## src/rtl/stream_mux_n.sv

```systemverilog
// N-to-1 valid/ready stream multiplexer with fixed-select or round-robin arbitration
// feeding a single registered output slot that sustains one beat per cycle.
module stream_mux_n #(
  parameter  int unsigned N  = 4,
  parameter  int unsigned W  = 8,
  localparam int unsigned SW = (N > 2) ? $clog2(N) : 1
) (
  input  logic           clk,
  input  logic           rst_n,
  input  logic           mode,
  input  logic [SW-1:0]  sel,
  input  logic [N-1:0]   in_valid,
  input  logic [N*W-1:0] in_data,
  output logic [N-1:0]   in_ready,
  output logic           out_valid,
  output logic [W-1:0]   out_data,
  output logic [SW-1:0]  out_ch,
  input  logic           out_ready
);

  logic          out_valid_q, out_valid_d;
  logic [W-1:0]  out_data_q,  out_data_d;
  logic [SW-1:0] out_ch_q,    out_ch_d;
  logic [SW-1:0] last_q,      last_d;

  logic          load_en_c;
  logic          grant_valid_c;
  logic [SW-1:0] grant_c;
  logic [SW-1:0] cand_c;

  assign load_en_c = !out_valid_q || out_ready;

  // Arbitration: fixed select, or first valid channel after the last granted one
  always_comb begin
    grant_c       = '0;
    grant_valid_c = 1'b0;
    cand_c        = '0;
    if (!mode) begin
      grant_c = sel;
      if (32'(sel) < N) grant_valid_c = in_valid[sel];
    end else begin
      for (int unsigned k = 0; k < N; k++) begin
        cand_c = SW'((32'(last_q) + k + 32'd1) % N);
        if (!grant_valid_c && in_valid[cand_c]) begin
          grant_c       = cand_c;
          grant_valid_c = 1'b1;
        end
      end
    end
  end

  // One-hot ready toward the granted channel; held low while in reset
  always_comb begin
    in_ready = '0;
    for (int unsigned i = 0; i < N; i++) begin
      in_ready[i] = rst_n && load_en_c && grant_valid_c && (grant_c == SW'(i));
    end
  end

  always_comb begin
    out_valid_d = out_valid_q;
    out_data_d  = out_data_q;
    out_ch_d    = out_ch_q;
    last_d      = last_q;
    if (load_en_c) begin
      out_valid_d = grant_valid_c;
      if (grant_valid_c) begin
        out_data_d = in_data[32'(grant_c)*W +: W];
        out_ch_d   = grant_c;
        if (mode) last_d = grant_c;
      end
    end
  end

  // last resets to N-1 so the first round-robin search starts at channel 0
  always_ff @(posedge clk or negedge rst_n) begin
    if (!rst_n) begin
      out_valid_q <= 1'b0;
      out_data_q  <= '0;
      out_ch_q    <= '0;
      last_q      <= SW'(N - 1);
    end else begin
      out_valid_q <= out_valid_d;
      out_data_q  <= out_data_d;
      out_ch_q    <= out_ch_d;
      last_q      <= last_d;
    end
  end

  assign out_valid = out_valid_q;
  assign out_data  = out_data_q;
  assign out_ch    = out_ch_q;

endmodule

```

## config.mk

```make
export PLATFORM = sky130hd
export DESIGN_NAME = stream_mux_n
export DESIGN_NICKNAME = d
export VERILOG_FILES = /design/src/rtl/stream_mux_n.sv
export SDC_FILE = /design/constraint.sdc
export NUM_CORES = 1
export LEC_CHECK = 0
export ABC_AREA = 1
export CORE_MARGIN = 2
export CORE_UTILIZATION = 30
export DETAILED_ROUTE_END_ITERATION = 10
export SLEW_MARGIN = 5
export SYNTH_ARGS = -nofsm -noshare
export SYNTH_HDL_FRONTEND = slang
export SYNTH_SLANG_ARGS = --single-unit
```

## constraint.sdc

```tcl
create_clock -name clk -period 2.8 [get_ports clk]
set_input_delay 0.84 -clock clk [delete_from_list [all_inputs] [get_ports clk]]
set_output_delay 0.84 -clock clk [all_outputs]
set_load 0.005 [all_outputs]
```

; Word-level counts from Yosys, hierarchy flattened
; Cells that the tools add are included.
[classes]
n_addsub = 6
n_lt_le_gt_ge = 5
n_eq_ne = 3
shift = 1
n_mux = 23
reduce_logical = 17
[ops]
columns = operator, count
row1 = variable part select 32 x 6 -> 8 bit, 1
row2 = "less-than comparator 2 x 3 -> 1 bit, second input constant", 5
row3 = 2-to-1 mux 1 bit, 13
row4 = binary-select mux 1 bit (select 2 bit), 5
row5 = 2-to-1 mux 2 bit, 5
row6 = logical AND 1 bit, 9
row7 = "adder 2 x 1 -> 2 bit, second input constant", 4
row8 = "adder 2 bit, second input constant", 2
row9 = "equality test 2 bit, second input constant", 2
row10 = logical NOT 1 bit, 4
row11 = AND reduction 3 bit, 1
row12 = "equality test 2 x 1 -> 1 bit, second input constant", 1
row13 = logical NOT 2 bit, 1
row14 = AND reduction 2 bit, 1
row15 = logical OR 1 bit, 1
[word_totals]
register_bits = 13
inputBits = 42
elab_cells = 59

; Longest topological paths before layout
[depth]
ltp_word = 19
ltp_mapped = 18
depth_no_buf = 16

; Least setup slack after synthesis
; OpenSTA, ideal clock, no wires.
[synth_path]
kind = input to output
startpoint = input port in_valid[2]
endpoint = output port in_ready[0]
arrival_time_ps = 1908
required_ps = 1960
slack_ps = 52
stages = 12
path_buffers = 1
path_cell_list = inv_1 nand2_1 nand3_1 nand2_1 nor2_4 nand3_2 nand2_1 inv_2 nand2_4 buf_8 inv_1 nor3_1
[synth_between]
elab_chain_len = 18
[synth_lines]
columns = item, line
row1 = start: declaration, 12  ; input logic [N-1:0] in_valid,
row2 = binary-select mux 1 bit (select 2 bit), 44  ; if (!grant_valid_c && in_valid[cand_c]) begin
row3 = 2-to-1 mux 1 bit (implied by the code), 44
row4 = 2-to-1 mux 1 bit, 44
row5 = 2-to-1 mux 1 bit, 38  ; if (!mode) begin
row6 = logical NOT 1 bit, 44
row7 = logical AND 1 bit, 44
row8 = 2-to-1 mux 1 bit, 44
row9 = 2-to-1 mux 1 bit, 38
row10 = [... 2 more ...], --
row11 = 2-to-1 mux 1 bit, 44
row12 = 2-to-1 mux 1 bit, 38
row13 = logical NOT 1 bit, 44
row14 = logical AND 1 bit, 44
row15 = 2-to-1 mux 2 bit or 2-to-1 mux 1 bit (tied branches), 44
row16 = 2-to-1 mux 2 bit or 2-to-1 mux 1 bit (tied branches), 38
row17 = logical NOT 2 bit or logical AND 1 bit (tied branches), 56  ; in_ready[i] = rst_n && load_en_c && grant_valid_c && (grant_c == SW'(i));
row18 = logical AND 1 bit (*), 56
row19 = end: declaration, 14  ; output logic [N-1:0] in_ready,
; Every way passes the cells marked *; elsewhere a longest branch is shown, timed or not. The select of a mux whose other input is x is not followed.

; Worst setup path in the final report
[layout_path]
startpoint = register last_q[0]
endpoint = output port in_ready[2]
[layout_between]
elab_chain_len = 19
[layout_lines]
columns = item, line
row1 = start: declaration, 24  ; logic [SW-1:0] last_q, last_d;
row2 = start signal: assignment, 81  ; last_q <= SW'(N - 1);
row3 = start signal: assignment, 86  ; last_q <= last_d;
row4 = adder 2 x 1 -> 2 bit, 43  ; cand_c = SW'((32'(last_q) + k + 32'd1) % N);
row5 = binary-select mux 1 bit (select 2 bit), 44
row6 = 2-to-1 mux 1 bit (implied by the code), 44
row7 = 2-to-1 mux 1 bit, 44
row8 = 2-to-1 mux 1 bit, 38
row9 = logical NOT 1 bit, 44
row10 = logical AND 1 bit, 44
row11 = 2-to-1 mux 1 bit, 44
row12 = [... 3 more ...], --
row13 = 2-to-1 mux 1 bit, 44
row14 = 2-to-1 mux 1 bit, 38
row15 = logical NOT 1 bit, 44
row16 = logical AND 1 bit, 44
row17 = 2-to-1 mux 2 bit or 2-to-1 mux 1 bit (tied branches), 44
row18 = 2-to-1 mux 2 bit or 2-to-1 mux 1 bit (tied branches), 38
row19 = equality test 2 bit or logical AND 1 bit (tied branches), 56
row20 = logical AND 1 bit (*), 56
; Marked as above.

==> impl_metrics.tcl <==
set metrics [dict create \
    p_leak_nw 1.20 \
    portBuffers 56 \
    final_nets 345 \
    grt_pass1_vias 1478 \
    maxCapViolCount 0 \
    grt_use_met1_pct 25.0 \
    ff_latch_area_um2 328 \
    die_area_um2 4870 \
    finalHoldViolCount 0 \
    die_width_um 69.8 \
    yosys-top-cells-count "102 x nand2_1, 23 x nand2_2, 23 x nand3_1, 13 x inv_1, 11 x dfrtp_1" \
    crit_arrival_ns 2.10 \
    avgSynthCellArea_um2 6.16 \
    required_ns 1.96 \
    drt_iter0_markers 52 \
    power.total_mw 2.28 \
    groute.usage.overall_pct 17.4 \
    num-fill-cells 412 \
    place_congestion 0.796 \
    worst_pin_slew_ns 0.254 \
    core_um2 4090 \
    insertion_delay_ns 0.24 \
    multi_input_area_um2 938 \
    grt_max_degree 17 \
    drc 0 \
    firstDrtPassIters 4 \
    start_util_pct 31.8 \
    path_cells "clkinv_4 > buf_6 > buf_4 > buf_4 > buf_4 > nand2_2 > nand3_4 > nand2_4 > inv_4 > nor3_4 > buf_2" \
    cp_slowest_cell "dfstp_2" \
    setup_ws_ns -0.144 \
    pwr-share-clk_pct 7.3 \
    place.detailed.hpwl_mm 3.07 \
    cts-root-buf "clkbuf_8" \
    io_pins 57 \
    vias 1564 \
    finalSetupViolCount 4 \
    synth_ff_type "dfrtp_1" \
    tritoncts "yes" \
    crit_path_frequent_cell "buf_4" \
    synth_edf_count 0 \
    post-route-util_pct 56.1 \
    yosysUniqueCellTypes 25 \
    vdd_ir_drop_max_mv 0.543 \
    slew_violations 0 \
    clock.fmax_mhz 340 \
    period_share_pct 105 \
    finClkSkew_ns 0.00467 \
    synthesis.area_um2 1300 \
    start_kind "flip-flop" \
    end_kind "output port" \
    switchingPower_mw 1.06 \
    yosysWarnings 0 \
    viasPerCell 4.44 \
    synth.most_common_cell "nand2_1" \
    power.density_nw_per_um2 995 \
    seqPwrFrac_pct 15.4 \
    clockBufferDepth 2 \
    syn_nets 253 \
    use_met3_pct 1.60 \
    status "complete, but fails checks" \
    p_int_mw 1.22 \
    grt_overflow_total 0 \
    wl_per_cell_um 11.9 \
    grtUsageMet2_pct 27.8 \
    power_frac_comb_pct 77.3 \
    area_growth_pct 76.4 \
    yosysTopAreaCell "nand2_1" \
    finalSetupTns_ns -0.382 \
    ys_ff_latch 13 \
    antenna_found_initial 0 \
    violations "negative setup slack" \
    busiest_layer "met2" \
    switching_share_pct 46.6 \
    diodes 0 \
    hold_class "flip-flop to flip-flop" \
    drt-total-wl_mm 4.18 \
    synth-seq-area-share_pct 25.2 \
    rsz0062_at_grt "yes" \
    ant_nets 0 \
    cts_buffers 3 \
    max_stage_delay_ns 0.59 \
    cts_sinks 13 \
    h-tree-depth 1 \
    path_max_fanout 6 \
    std_cell_rows 23 \
    syn-instance-count 211 \
    synth_top_area_share_pct 29.5 \
    clkTransAtPathRegs_ns 0.06 \
    slew_headroom_pct 83.1 \
    cts_hold_buf 0 \
    synth_area_leaders "nand2_1 29%, dfrtp_1 21%, nand2_2 11%, nand3_1 8.9%, dfstp_2 4.0%" \
    drive_gt1_share_pct 40.4 \
    async_flop_share_pct 100 \
    die_h_um 69.8 \
    period_needed_ns 2.94 \
    grt_pass1_wl_mm 6.98 \
    critPathKind "flip-flop to output port" \
]
## power groups by stage
stage	Combinational [mW]	Clock (mW)	Sequential (mW)
floorplan	0.970	0	0.345
global placement	1.43	0	0.363
detailed placement	1.44	0	0.361
CTS	1.59	0.171	0.355
finish	1.76	0.165	0.351
global route	1.97	0.179	0.363
## layout make-up
cell class,instances,area share [%]
clock buffer,4,1.97
inverter,18,3.28
multi-input combinational,172,41.0
sequential,13,14.3
tap,50,2.73
timing repair buffer,95,36.8
## path summary, 6_finish.rpt
| kind | depth (start not counted) | start | slack (ns) | to |
|---|---|---|---|---|
| min in group asynchronous | 2 | rst_n | 1.02 | out_ch[1] |
| worst min-delay path | 2 | out_data[6] | 0.48 | out_data[6] |
| worst max-delay path | 11 | last_q[0] | -0.14 | in_ready[2] |
| max in group asynchronous | 2 | rst_n | 1.54 | last_q[0] |
| worst min register to register | 2 | out_data[6] | 0.48 | out_data[6] |
| worst max register to register | 15 | last_q[0] | 0.59 | out_data[5] |
## cell families after synthesis
kind of cell           Yosys count  share of synthesized area, %
buffers and inverters           26                          11.7
DFF                             13                          25.2
and+or+nand+nor                165                          60.1
AOI/OAI and AO/OA                7                          2.99
## registers in the layout, summed over array words and instances (netlist names)
name and count:
last_q 2, out_ch 2, out_data 8, out_valid 1
## layer usage
metal | up-vias | wire length (µm)
li1 | 841 | -
met1 | 685 | 1930
met2 | 34 | 2010
met3 | 4 | 215
met4 | 0 | 32
met5 | - | 0
## stage by stage
| step | hold slack [ns] | cells | cell area, µm² | setup slack, ns |
|---|---|---|---|---|
| finish | 0.479 | 352 | 2290 | -0.144 |
| global route | 0.507 | 352 | 2290 | -0.220 |
| CTS | 0.485 | 345 | 2160 | -0.107 |
| detailed placement | 0.464 | 331 | 2010 | -0.934 |
| global placement | 0.465 | 331 | 2010 | -0.937 |
| floorplan | 0.472 | 211 | 1300 | 0.0525 |
## timing repair
item                                   CTS  global route
pin swaps                               16            18
endpoints found under the hold margin    0             0
setup endpoints to repair                4             4
buffers inserted                        10             7
resized for setup                       62            27
## placed cells by master (no fill, tap or decap), types with 2 or more instances in the layout
cell | synthesis | routed
buf_2 | 2 | 6
buf_4 | 3 | 34
buf_6 | 1 | 7
clkbuf_8 | 0 | 3
clkdlybuf4s50_1 | 0 | 45
dfrtp_1 | 11 | 11
dfstp_2 | 2 | 2
dlygate4sd2_1 | 0 | 2
inv_1 | 13 | 7
inv_2 | 4 | 9
nand2_1 | 102 | 84
nand2_2 | 23 | 38
nand2_4 | 3 | 6
nand3_1 | 23 | 18
nand3_2 | 2 | 7
nand4_1 | 2 | 2
nor2_1 | 3 | 2
nor3_2 | 1 | 2
nor3_4 | 0 | 2
o21ai_0 | 5 | 4
## worst max-delay path, delay by kind of cell (launching register included)
kind,cells,cell delay (ns)
AND/OR/NAND/NOR,4,0.47
flip-flops,1,0.59
buffers and inverters,7,0.80
Note: power is estimated with default switching activity, not from simulation.
==> edit 1 (same flow settings) <==
Set the parameter `W` to 12 (it was 8).
--- a/src/rtl/stream_mux_n.sv
+++ b/src/rtl/stream_mux_n.sv
@@ -3,5 +3,5 @@
 module stream_mux_n #(
   parameter  int unsigned N  = 4,
-  parameter  int unsigned W  = 8,
+  parameter  int unsigned W  = 12,
   localparam int unsigned SW = (N > 2) ? $clog2(N) : 1
 ) (
Ports: changed (resized in_data and out_data); port bits go from 57 to 77. The function was not compared with the original's and may differ.
==> edit 1 against the original RTL <==
The run still ends with setup timing left. Synthesized area increased by 19%. Sequential cell count is 4 higher. Design area increased by 16%. Critical path type is now primary input to output port. Global-route usage increased by 1.0 points. Setup slack got worse by 0.099 ns. Highest routed layer is now met3. Total power rose by 11%. Critical path depth increased by 2. Wire length grew 20%.
==> edit 1: results (changes against the original RTL) <==
[timing]
slew_headroom_pct=83.0  ; was 83.1%
clock.fmax_mhz=329  ; was 340 MHz
setup_ws_ns=-0.243  ; was -0.144 ns
setup_viol=4  ; unchanged
finalSetupTns_ns=-0.750  ; was -0.382 ns
fin_skew_ns=0.000872  ; was 0.00467 ns

[placement]
gp_congestion=0.869  ; was 0.796
place_ws_ns=-0.950  ; was -0.934 ns
dp_hpwl_um=3890  ; was 3070 µm
place_area_um2=2510  ; was 2010 µm²

[outcome]
status=finished with violations  ; unchanged
violations=setup timing  ; unchanged

[clock_tree]
cts.htree.levels=1  ; unchanged
insertion_delay_ns=0.25

[setup_path]
critPathArrivalTime_ns=2.20  ; was 2.10 ns
crit_end=in_ready[0]  ; was in_ready[2]
r2r_end=out_data[4]$_DFFE_PN0P_  ; was out_data[5]$_DFFE_PN0P_
reg2regPathDepth=18  ; was 15
worstSetupStartpoint=in_valid[2]  ; was last_q[0]$_DFFE_PN1P_
worst-path-max-fanout=4  ; was 6
rrSetupSlack_ns=0.52  ; was 0.59 ns
crit_family=simple AND/OR/NAND/NOR gates  ; was buffers and inverters

[logic_synthesis]
synthTopCellsByCount=nand2_1, nand3_1, dfrtp_1  ; was nand2_1, nand2_2, nand3_1
ys_top_cells_by_area=nand2_1, dfrtp_1, nand3_1  ; was nand2_1, dfrtp_1, nand2_2
ys_types=21  ; was 25
async_reset_ff_share_pct=100  ; unchanged
synth_fp_nets=334  ; was 253
synth_seq_area_share_pct=27.8  ; was 25.2%

[global_route]
grt_util_all_layers_pct=18.4  ; was 17.4%
grt_max_degree=27  ; was 17
grt_pass1_vias=1886  ; was 1478
grt_pass1_wl_um=8180  ; was 6980 µm

[routing]
drt-initial-drc-count=101  ; was 52
num_vias=1974  ; was 1564
wl_per_cell_um=11.3  ; was 11.9 µm

[finish]
largest_reg_flops=12  ; was 8
fillers=544  ; was 412
drive_above_1_share_pct=23.3  ; was 40.4%
fin_nets=436  ; was 345

[power]
p_leak_nw=1.41  ; was 1.20 nW
ir_drop_mv=0.345  ; was 0.543 mV
p_int_mw=1.34  ; was 1.22 mW

edit 1: cell families (layout without fill, tap and decap cells):
family	after synthesis	in the layout	share of synthesized area, %
AOI/OAI and AO/OA	11	11	3.82
and+or+nand+nor	218	218	58.8
buffers and inverters	30	131	9.58
DFF	17	17	27.8
edit 1: worst min-delay path by stage:
| stage | startpoint | end | slack, ns | cells after the start |
|---|---|---|---|---|
| CTS | out_data[6]$_DFFE_PN0P_ | out_data[6]$_DFFE_PN0P_ | 0.48 | 2 |
| finish | out_data[6]$_DFFE_PN0P_ | out_data[6]$_DFFE_PN0P_ | 0.48 | 2 |
| floorplan | out_data[0]$_DFFE_PN0P_ | out_data[0]$_DFFE_PN0P_ | 0.47 | 2 |
| global placement | out_data[6]$_DFFE_PN0P_ | out_data[6]$_DFFE_PN0P_ | 0.46 | 2 |
| global route | out_data[6]$_DFFE_PN0P_ | out_data[6]$_DFFE_PN0P_ | 0.51 | 2 |
| detailed placement | out_data[6]$_DFFE_PN0P_ | out_data[6]$_DFFE_PN0P_ | 0.47 | 2 |
edit 1: routing by layer:
layer / track usage, % / up-vias / routed length, µm
li1: - / 1053 / -
met1: 22.3 / 864 / 2160
met2: 34.9 / 57 / 2550
met3: 4.89 / 0 / 323
met4: 0 / 0 / 0
met5: 0 / - / 0
edit 1: worst min-delay path: cells and delay by family, from the launching register on:
family | cells | cell delay (ns)
flops | 1 | 0.34
simple gates | 2 | 0.11
edit 1: cell type report:
class	instances	area, µm²	share of cell area [%]
clock buffer	3	41.3	1.56
inverter	18	70.1	2.65
tap	70	87.6	3.31
multi-input combinational	229	1040	39.3
sequential	17	428	16.2
clock inverter	1	5.00	0.189
timing repair buffer	109	977	36.9
edit 1: power groups by stage:
stage	combinational [mW]	clock (mW)	sequential, mW
2_1_floorplan	1.09	0	0.448
3_3_place_gp	1.76	0	0.455
3_5_place_dp	1.75	0	0.452
4_1_cts	1.92	0.186	0.454
5_1_grt	2.14	0.199	0.470
6_report	1.91	0.180	0.454
edit 1: what timing repair did:
action / CTS / global route
endpoints found under the setup margin: 4 / 4
pin swaps: 19 / 1
gates resized for setup: 61 / 0
setup buffers: 8 / 0
hold buffers: 0 / 0
edit 1: per-stage QoR:
stage | hold slack [ns] | total power [mW] | utilization [%] | instances
3_3_place_gp | 0.464 | 2.21 | 49.9 | 435
3_5_place_dp | 0.466 | 2.20 | 49.9 | 435
2_1_floorplan | 0.472 | 1.54 | - | 276
4_1_cts | 0.483 | 2.56 | 52.5 | 447
6_report | 0.481 | 2.54 | 52.5 | 447
5_1_grt | 0.514 | 2.81 | 52.5 | 447
==> edit 2 (same settings) <==
Made on the original files. Take the reset off `out_data_q` and load it in a clocked block of its own.
--- a/src/rtl/stream_mux_n.sv
+++ b/src/rtl/stream_mux_n.sv
@@ -77,13 +77,15 @@
     if (!rst_n) begin
       out_valid_q <= 1'b0;
-      out_data_q  <= '0;
       out_ch_q    <= '0;
       last_q      <= SW'(N - 1);
     end else begin
       out_valid_q <= out_valid_d;
-      out_data_q  <= out_data_d;
       out_ch_q    <= out_ch_d;
       last_q      <= last_d;
     end
+  end
+
+  always_ff @(posedge clk) begin
+    out_data_q <= out_data_d;
   end
 
Formal check against the unedited RTL: not equivalent (a bounded check fails within 4 cycles, from zero or initial values and one cycle with rst_n low).
==> edit 2 against the original RTL <==
The run still ends with setup timing left. Setup slack got worse by 0.0023 ns. Die area shrank 13%. Sequential cell count unchanged. Design area is 8.6% lower. Sequential share of layout area is 3.3 points higher. Synthesized area decreased by 14%. Total power decreased by 9.4%. Register-to-register slack worse by 0.08 ns. First-iteration DRC count is 7.7% lower. Wire length fell by 16%.
==> edit 2: results (changes against the original RTL) <==
[finish]
multi_input_comb_cells=144  ; was 172
sh_seq_area_pct=17.6  ; was 14.3%
buffers=88  ; was 95
inverters=16  ; was 18
clk_share_pct=2.15  ; was 1.97%
seq_cells=13  ; unchanged
fin_nets=308  ; was 345
fillers=333  ; was 412
drive_above_1_share_pct=34.0  ; was 40.4%

[logic_synthesis]
ys_types=26  ; was 25
synth-compound-area-share_pct=6.28  ; was 2.99%
synthTopCellsByCount=nand2_1, nand3_1, inv_1  ; was nand2_1, nand2_2, nand3_1
syn-cell-area_um2=1120  ; was 1300 µm²
synth_top_cell_area_share_pct=32.6  ; was 29.5%
async_reset_ff_share_pct=38.5  ; was 100%
synth_fp_nets=221  ; was 253
ys_top_cells_by_area=nand2_1, edfxtp_1, nand3_1  ; was nand2_1, dfrtp_1, nand2_2

[setup_path]
worst-path-max-fanout=4  ; was 6

[outcome]
violations=setup timing  ; unchanged
status=finished with violations  ; unchanged

[timing]
finalSetupTns_ns=-0.451  ; was -0.382 ns
setup_viol=4  ; unchanged
slew_headroom_pct=81.5  ; was 83.1%
setup_ws_ns=-0.146  ; was -0.144 ns

[global_route]
grt_use_met1_pct=23.7  ; was 25.0%
use_met3_pct=1.39  ; was 1.60%
grt_pass1_vias=1282  ; was 1478
grt_util_all_layers_pct=17.6  ; was 17.4%

[placement]
gp_congestion=0.856  ; was 0.796
dp_hpwl_um=2590  ; was 3070 µm
place_area_um2=1890  ; was 2010 µm²
place_ws_ns=-0.984  ; was -0.934 ns

[power]
seqPwrFrac_pct=18.8  ; was 15.4%
clock_power_share_pct=8.4  ; was 7.3%
p_leak_nw=1.03  ; was 1.20 nW
power.switching_mw=0.882  ; was 1.06 mW

[routing]
wl_per_cell_um=11.2  ; was 11.9 µm
drt-initial-drc-count=48  ; was 52
wl_met1_um=1670  ; was 1930 µm
finalWirelength_um=3490  ; was 4180 µm

-- edit 2: critical path, cell delays in order --
cell and delay, ns:
buf_6 0.10, nand2_2 0.07, nand2_2 0.07, nand2_2 0.09, nand2_2 0.07, nor2_4 0.12
buf_6 0.10, nand4_1 0.07, nand4_1 0.10, nand2_2 0.10, buf_6 0.13, nor3_2 0.12
buf_2 0.13
-- edit 2: final timing paths --
path,startpoint,endpoint,slack (ns),cells past startpoint
max in group asynchronous,rst_n,last_q[1]$_DFFE_PN1P_,1.66,2
worst max-delay path,in_valid[3],in_ready[3],-0.15,13
worst min register to register,out_ch[1]$_DFFE_PN0P_,out_ch[1]$_DFFE_PN0P_,0.49,2
min in group asynchronous,rst_n,out_ch[0]$_DFFE_PN0P_,0.94,2
worst min-delay path,out_ch[1]$_DFFE_PN0P_,out_ch[1]$_DFFE_PN0P_,0.49,2
worst max register to register,last_q[0]$_DFFE_PN1P_,out_data[6]$_DFFE_PP_,0.51,16
